$ cat config.mk
export PLATFORM = sky130hd
export DESIGN_NAME = hazard_ctrl
export DESIGN_NICKNAME = d
export VERILOG_FILES = /design/src/rtl/hazard_pkg.sv /design/src/rtl/hazard_fwd_sel.sv /design/src/rtl/hazard_ctrl.sv
export SDC_FILE = /design/constraint.sdc
export NUM_CORES = 1
export LEC_CHECK = 0
export ABC_AREA = 1
export BUFFER_PORTS_ARGS = -buffer_cell sky130_fd_sc_hd__buf_4
export CORE_UTILIZATION = 30
export DETAILED_ROUTE_END_ITERATION = 12
export PLACE_DENSITY = 0.58
export SLEW_MARGIN = 5
export SYNTH_ARGS = -nofsm -noshare
export SYNTH_HDL_FRONTEND = slang
export SYNTH_SLANG_ARGS = --single-unit
$ cat constraint.sdc
create_clock -name clk -period 2.9 [get_ports clk]
set_input_delay 0.145 -clock clk [delete_from_list [all_inputs] [get_ports clk]]
set_output_delay 0.145 -clock clk [all_outputs]
set_load 0.02 [all_outputs]
$ cat src/rtl/hazard_pkg.sv
// rtl/hazard_pkg.sv - shared opcodes, forward-select encodings and tracker slot record
package hazard_pkg;

   localparam logic [6:0] OP_RTYPE = 7'b0110011;
   localparam logic [6:0] OP_LD    = 7'b0000011;
   localparam logic [6:0] OP_SD    = 7'b0100011;
   localparam logic [6:0] OP_BEQ   = 7'b1100011;

   localparam logic [1:0] FWD_RF    = 2'b00;
   localparam logic [1:0] FWD_EXMEM = 2'b10;
   localparam logic [1:0] FWD_MEMWB = 2'b01;

   // rs1/rs2 hold x0 when the instruction does not read that operand,
   // so an unused source field can never produce a hazard or forward.
   typedef struct packed {
      logic       valid;
      logic [4:0] rd;
      logic       regwrite;
      logic       memread;
      logic [4:0] rs1;
      logic [4:0] rs2;
   } slot_t;

   // True when slot s produces a value that source register rs consumes.
   function automatic logic slot_hit(input slot_t s, input logic [4:0] rs);
      return s.valid && s.regwrite && (s.rd != 5'd0) && (s.rd == rs);
   endfunction

endpackage

$ cat src/rtl/hazard_fwd_sel.sv
// rtl/hazard_fwd_sel.sv - forward select for one EX source register against MEM/WB slots
module hazard_fwd_sel
   import hazard_pkg::*;
(
   input  slot_t      mem_slot,
   input  slot_t      wb_slot,
   input  logic [4:0] rs,
   output logic [1:0] sel
);

   // Youngest producer wins: MEM result is newer than WB result.
   always_comb begin
      sel = FWD_RF;
      if (slot_hit(mem_slot, rs)) begin
         sel = FWD_EXMEM;
      end else if (slot_hit(wb_slot, rs)) begin
         sel = FWD_MEMWB;
      end
   end

endmodule

$ cat src/rtl/hazard_ctrl.sv
// rtl/hazard_ctrl.sv - pipeline hazard controller; FORWARDING_EN selects forwarding vs full interlock
module hazard_ctrl
   import hazard_pkg::*;
#(
   parameter int CNT_W = 16
) (
   input  logic             clk,
   input  logic             rst,
   input  logic             id_valid,
   input  logic [31:0]      id_inst,
   input  logic             ex_branch_taken,
   output logic             pc_stall,
   output logic             ifid_stall,
   output logic             ifid_flush,
   output logic             idex_bubble,
   output logic [1:0]       fwd_a,
   output logic [1:0]       fwd_b,
   output logic [CNT_W-1:0] stall_cnt
);

   slot_t id_rec;
   slot_t ex_slot;
   slot_t mem_slot;
   slot_t wb_slot;
   logic  raw_hazard;

   // Decode the ID instruction into a tracker record; invalid ID yields an all-zero record.
   always_comb begin
      id_rec = '0;
      if (id_valid) begin
         id_rec.valid = 1'b1;
         id_rec.rd    = id_inst[11:7];
         unique case (id_inst[6:0])
            OP_RTYPE: begin
               id_rec.regwrite = 1'b1;
               id_rec.rs1      = id_inst[19:15];
               id_rec.rs2      = id_inst[24:20];
            end
            OP_LD: begin
               id_rec.regwrite = 1'b1;
               id_rec.memread  = 1'b1;
               id_rec.rs1      = id_inst[19:15];
            end
            OP_SD, OP_BEQ: begin
               id_rec.rs1 = id_inst[19:15];
               id_rec.rs2 = id_inst[24:20];
            end
            default: ;
         endcase
      end
   end

   // Decide whether the ID instruction must wait; WB is never checked because the regfile writes on negedge.
   always_comb begin
`ifdef FORWARDING_EN
      raw_hazard = ex_slot.memread &&
                   (slot_hit(ex_slot, id_rec.rs1) || slot_hit(ex_slot, id_rec.rs2));
`else
      raw_hazard = slot_hit(ex_slot, id_rec.rs1)  || slot_hit(ex_slot, id_rec.rs2) ||
                   slot_hit(mem_slot, id_rec.rs1) || slot_hit(mem_slot, id_rec.rs2);
`endif
   end

   // Pipeline control: a taken branch flushes and overrides any stall; reset silences everything.
   always_comb begin
      pc_stall    = 1'b0;
      ifid_stall  = 1'b0;
      ifid_flush  = 1'b0;
      idex_bubble = 1'b0;
      if (!rst) begin
         if (ex_branch_taken) begin
            ifid_flush  = 1'b1;
            idex_bubble = 1'b1;
         end else if (raw_hazard) begin
            pc_stall    = 1'b1;
            ifid_stall  = 1'b1;
            idex_bubble = 1'b1;
         end
      end
   end

`ifdef FORWARDING_EN
   logic [1:0] sel_a;
   logic [1:0] sel_b;

   hazard_fwd_sel u_fwd_a (
      .mem_slot (mem_slot),
      .wb_slot  (wb_slot),
      .rs       (ex_slot.rs1),
      .sel      (sel_a)
   );

   hazard_fwd_sel u_fwd_b (
      .mem_slot (mem_slot),
      .wb_slot  (wb_slot),
      .rs       (ex_slot.rs2),
      .sel      (sel_b)
   );

   assign fwd_a = rst ? FWD_RF : sel_a;
   assign fwd_b = rst ? FWD_RF : sel_b;
`else
   assign fwd_a = FWD_RF;
   assign fwd_b = FWD_RF;
`endif

   // Sinks for instruction and slot fields that some build variants never read.
   logic unused_bits;
   assign unused_bits = ^{id_inst[31:25], id_inst[14:12], ex_slot, mem_slot, wb_slot};

   // Advance the in-flight tracker; a bubble enters EX when ID is held or flushed.
   always_ff @(posedge clk) begin
      if (rst) begin
         ex_slot  <= '0;
         mem_slot <= '0;
         wb_slot  <= '0;
      end else begin
         wb_slot  <= mem_slot;
         mem_slot <= ex_slot;
         ex_slot  <= idex_bubble ? '0 : id_rec;
      end
   end

   // Saturating count of cycles spent with the PC held.
   always_ff @(posedge clk) begin
      if (rst) begin
         stall_cnt <= '0;
      end else if (pc_stall && (stall_cnt != {CNT_W{1'b1}})) begin
         stall_cnt <= stall_cnt + {{(CNT_W-1){1'b0}}, 1'b1};
      end
   end

endmodule
==> run_results.csv <==
group,metric,value,unit
status,outcome,"finished clean",
route,routed_via_density,4.502,
clocking,clkLatencyLatePin,0.28,ns
synthesis,synth-async-reset-ratio,0,%
hold_path,min_delay_path_depth,3,
clocking,cts-hold-fix-buffers,0,
route,routed-via-count,2044,
route,drt-pass1-iter-count,4,
synthesis,number_of_enable_flip_flop_cells_after_synthesis,0,
clocking,clock_path_buffers,2,
hold_path,worst_hold_path_type,"in2reg",
power,cellLeakagePower,1.269,nW
sta,grt_setup_unrepaired,"false",
hold_path,hold_path_end,"ex_slot[12]",
route,final_routed_wire_length_divided_by_cell_count,10.48,µm
floorplanning,die_h,85.16,µm
placed_design,place.gp.congestion,0.8426,
worst_setup_path,crit_chain,"buf_4 -> inv_1 -> nand2_1 -> nor2_4 -> nand2_2 -> nor2_8 -> nand2_1 -> nand2_1 -> nand2_1 -> nor2_1 -> nand3_1 -> nand2_1 -> nand2_2 -> nand2_4 -> nand2_1 -> inv_2 -> buf_4",
worst_setup_path,reg2reg_from,"stall_cnt[0]",
synthesis,avgSynthCellArea,6.267,µm²
placed_design,port_buffers,45,
floorplanning,die_w,85.16,µm
global_route,grt_pass1_wl,8211,µm
floorplanning,std_cell_rows,29,
placed_design,dp_slack,0.7745,ns
floorplanning,fp.coreArea,6495,µm²
power,vdd_drop_max,0.1974,mV
floorplanning,die_area,7251,µm²
route,drt_iter0_drc,90,
synthesis,netlist_area,2074,µm²
final_layout,multi_input_area,1156,µm²
floorplanning,floorplan.initialDensity,31.94,%
synthesis,yosysSeqAreaShare,28.95,%
final_layout,fillerInstances,719,
sta,finalSetupViolCount,0,
worst_setup_path,worst_setup_path_end_kind,"primary output",
global_route,global_route.usage.total,14.04,%
clocking,clock-sinks,30,
hold_path,hold_path.startpoint,"id_inst[7]",
sta,post-route-worst-setup-slack,0.8469,ns
synthesis,synth_cells,331,
route,postRouteWirelength,4759,µm
sta,max_freq,487.1,MHz
floorplanning,design.portCount,60,
clocking,cts_resized,0,
synthesis,netlist-cell-type-count,29,
clocking,cts-buffers-inserted,5,
final_layout,signed_area_change_from_the_synthesized_netlist_to_the_final_layout,22.80,%
worst_setup_path,r2r_setup_slack,0.87,ns
clocking,cts_setup_buffers,0,
worst_setup_path,cp_common_cell,"sky130_fd_sc_hd__nand2_1",
worst_setup_path,worst-endpoint-required,2.76,ns
worst_setup_path,critical_path.max_stage_delay,0.18,ns
global_route,globalRoute.totalOverflow,0,
worst_setup_path,arrival,1.91,ns
worst_setup_path,worst_path_max_delay_cell,"sky130_fd_sc_hd__nand2_4",
worst_setup_path,crit-reg2reg-capture,"stall_cnt[3]",
global_route,antenna_found_initial,0,
global_route,vias_in_the_first_global_route,1880,
final_layout,nets,413,
sta,min_period_over_period,70.80,%
route,drt_drc_violations_left,0,
job,max_cap_violations,0,
sta,setup-tns-final,0,ns
synthesis,postSynthRegisterBits,30,
sta,timing.final.max_slew_violations,0,
worst_setup_path,setup.worst_path.start_class,"input pin",
worst_setup_path,reg2reg_depth,11,
power,power-per-cell-area,373.6,nW/µm²
synthesis,synth_warnings,0,
global_route,pin_count_of_the_biggest_net_entering_global_routing,19,
placed_design,place_hpwl,3769,µm
sta,timing.final.hold_violations,0,
worst_setup_path,path_max_fanout,14,
final_layout,antenna_cells,0,
final_layout,post_route_cells_drive_above_1_share,22.02,%
worst_setup_path,path_class,"in2out",
clocking,cts_tree,"built",
synthesis,most_frequently_used_flop_master_after_synthesis,"sky130_fd_sc_hd__dfxtp_1",
sta,period_needed,2.053,ns
sta,timing.clock.skew,0.007263,ns
final_layout,seq_area,600.6,µm²
clocking,ctsRootBufferMaster,"sky130_fd_sc_hd__clkbuf_8",
clocking,clock_pin_transition_on_the_worst_setup_and_hold_timing_paths,0.07,ns
sta,timing_worst_slew_pin_value,0.5470,ns
sta,max-slew-margin-rel,63.40,%
clocking,cts.htree.levels,2,
route,antenna_violating_nets_post_route,0,
[flip-flops by register name, indices dropped and copies added, names as in the netlist]
name / flops
ex_slot: 7
mem_slot: 7
stall_cnt: 16
[cells in the mapped netlist, types with 2 or more instances]
master | count | area (µm²)
sky130_fd_sc_hd__inv_1 | 59 | 221.5
sky130_fd_sc_hd__inv_2 | 2 | 7.510
sky130_fd_sc_hd__o311ai_0 | 2 | 17.52
sky130_fd_sc_hd__o21ai_1 | 2 | 10.01
sky130_fd_sc_hd__nand3_1 | 23 | 115.1
sky130_fd_sc_hd__nand2_1 | 88 | 330.3
sky130_fd_sc_hd__nand2_4 | 2 | 22.52
sky130_fd_sc_hd__nand3_2 | 2 | 20.02
sky130_fd_sc_hd__nand4_2 | 9 | 112.6
sky130_fd_sc_hd__nand4_1 | 12 | 75.07
sky130_fd_sc_hd__buf_4 | 6 | 45.04
sky130_fd_sc_hd__nor3_1 | 5 | 25.02
sky130_fd_sc_hd__nor2_1 | 58 | 217.7
sky130_fd_sc_hd__clkbuf_1 | 3 | 11.26
sky130_fd_sc_hd__nand2_2 | 7 | 43.79
sky130_fd_sc_hd__o21bai_1 | 7 | 52.55
sky130_fd_sc_hd__dfxtp_1 | 30 | 600.6
sky130_fd_sc_hd__nor2_4 | 3 | 33.78
[cell type report]
class	instances	area share [%]
clock inverter	3	1.572
tap	77	3.782
inverter	62	9.136
clock buffer	5	2.701
multi-input combinational	230	45.38
timing repair buffer	47	13.85
sequential	30	23.58
[how the worst max path moves through the flow]
stage                       from           end  slack (ns)
detailed placement    id_inst[2]  stall_cnt[1]        0.77
global route          id_inst[4]    ifid_stall        0.64
global placement      id_inst[2]  stall_cnt[1]        0.80
floorplan           stall_cnt[1]  stall_cnt[8]        0.89
CTS                   id_inst[2]    ifid_stall        0.82
finish                id_inst[2]    ifid_stall        0.85
[cells by family after synthesis]
kind of cell    count (synthesis)  synth area share (%)
simple gates                  212                 49.88
buf+inv                        74                 15.86
flops                          30                 28.95
compound gates                 12                 4.101
xor+xnor                        1                0.4223
fa+ha+maj                       1                0.6030
other cells                     1                0.1808
[critical path, delay by kind of cell]
kind / cells / cell delay [ns]
and+or+nand+nor: 13 / 1.29
buffers and inverters: 4 / 0.45
[per-stage QoR]
stage,cells,hold WS (ns),utilization (%),cell area [µm²],total power [W]
floorplan,334,0.2572,-,2086,0.0004970
finish,454,0.07626,39.22,2547,0.0009517
CTS,454,0.06699,39.22,2547,0.0009685
detailed placement,446,0.3627,37.55,2439,0.0005400
global placement,446,0.3591,37.55,2439,0.0005389
global route,454,0.07051,39.22,2547,0.0009949
[routing by layer]
metal  routed length (µm)  GRT usage (%)  up-vias
li1                     -              -     1101
met1                 2267          17.45      888
met2                 2251          24.93       53
met3                  234          3.405        2
met4                    6          2.311        0
met5                    0              0        -
[where the power goes]
group          total, W  switching, W  internal [W]  leakage, nW
Combinational  0.000108     0.0000632     0.0000448        0.969
Sequential     0.000422    0.00000473      0.000417        0.243
Clock          0.000422      0.000169      0.000253       0.0579
Total          0.000952      0.000237      0.000715         1.27
[layout by cell type, fill, tap and decap left out, drive strengths merged]
cell type / Yosys / final
nand2: 97 / 97
nor2: 63 / 63
inv: 61 / 61
buf: 9 / 47
dfxtp: 30 / 30
nand3: 25 / 25
nand4: 21 / 21
o21bai: 7 / 7
nor3: 5 / 5
clkbuf: 3 / 5
conb: 1 / 4
clkinv: 1 / 3
o311ai: 2 / 2
o21ai: 2 / 2
a21oi: 1 / 1
xor2: 1 / 1
nor4: 1 / 1
ha: 1 / 1
bufinv: 0 / 1
Note: power is estimated with default switching activity, not from simulation.
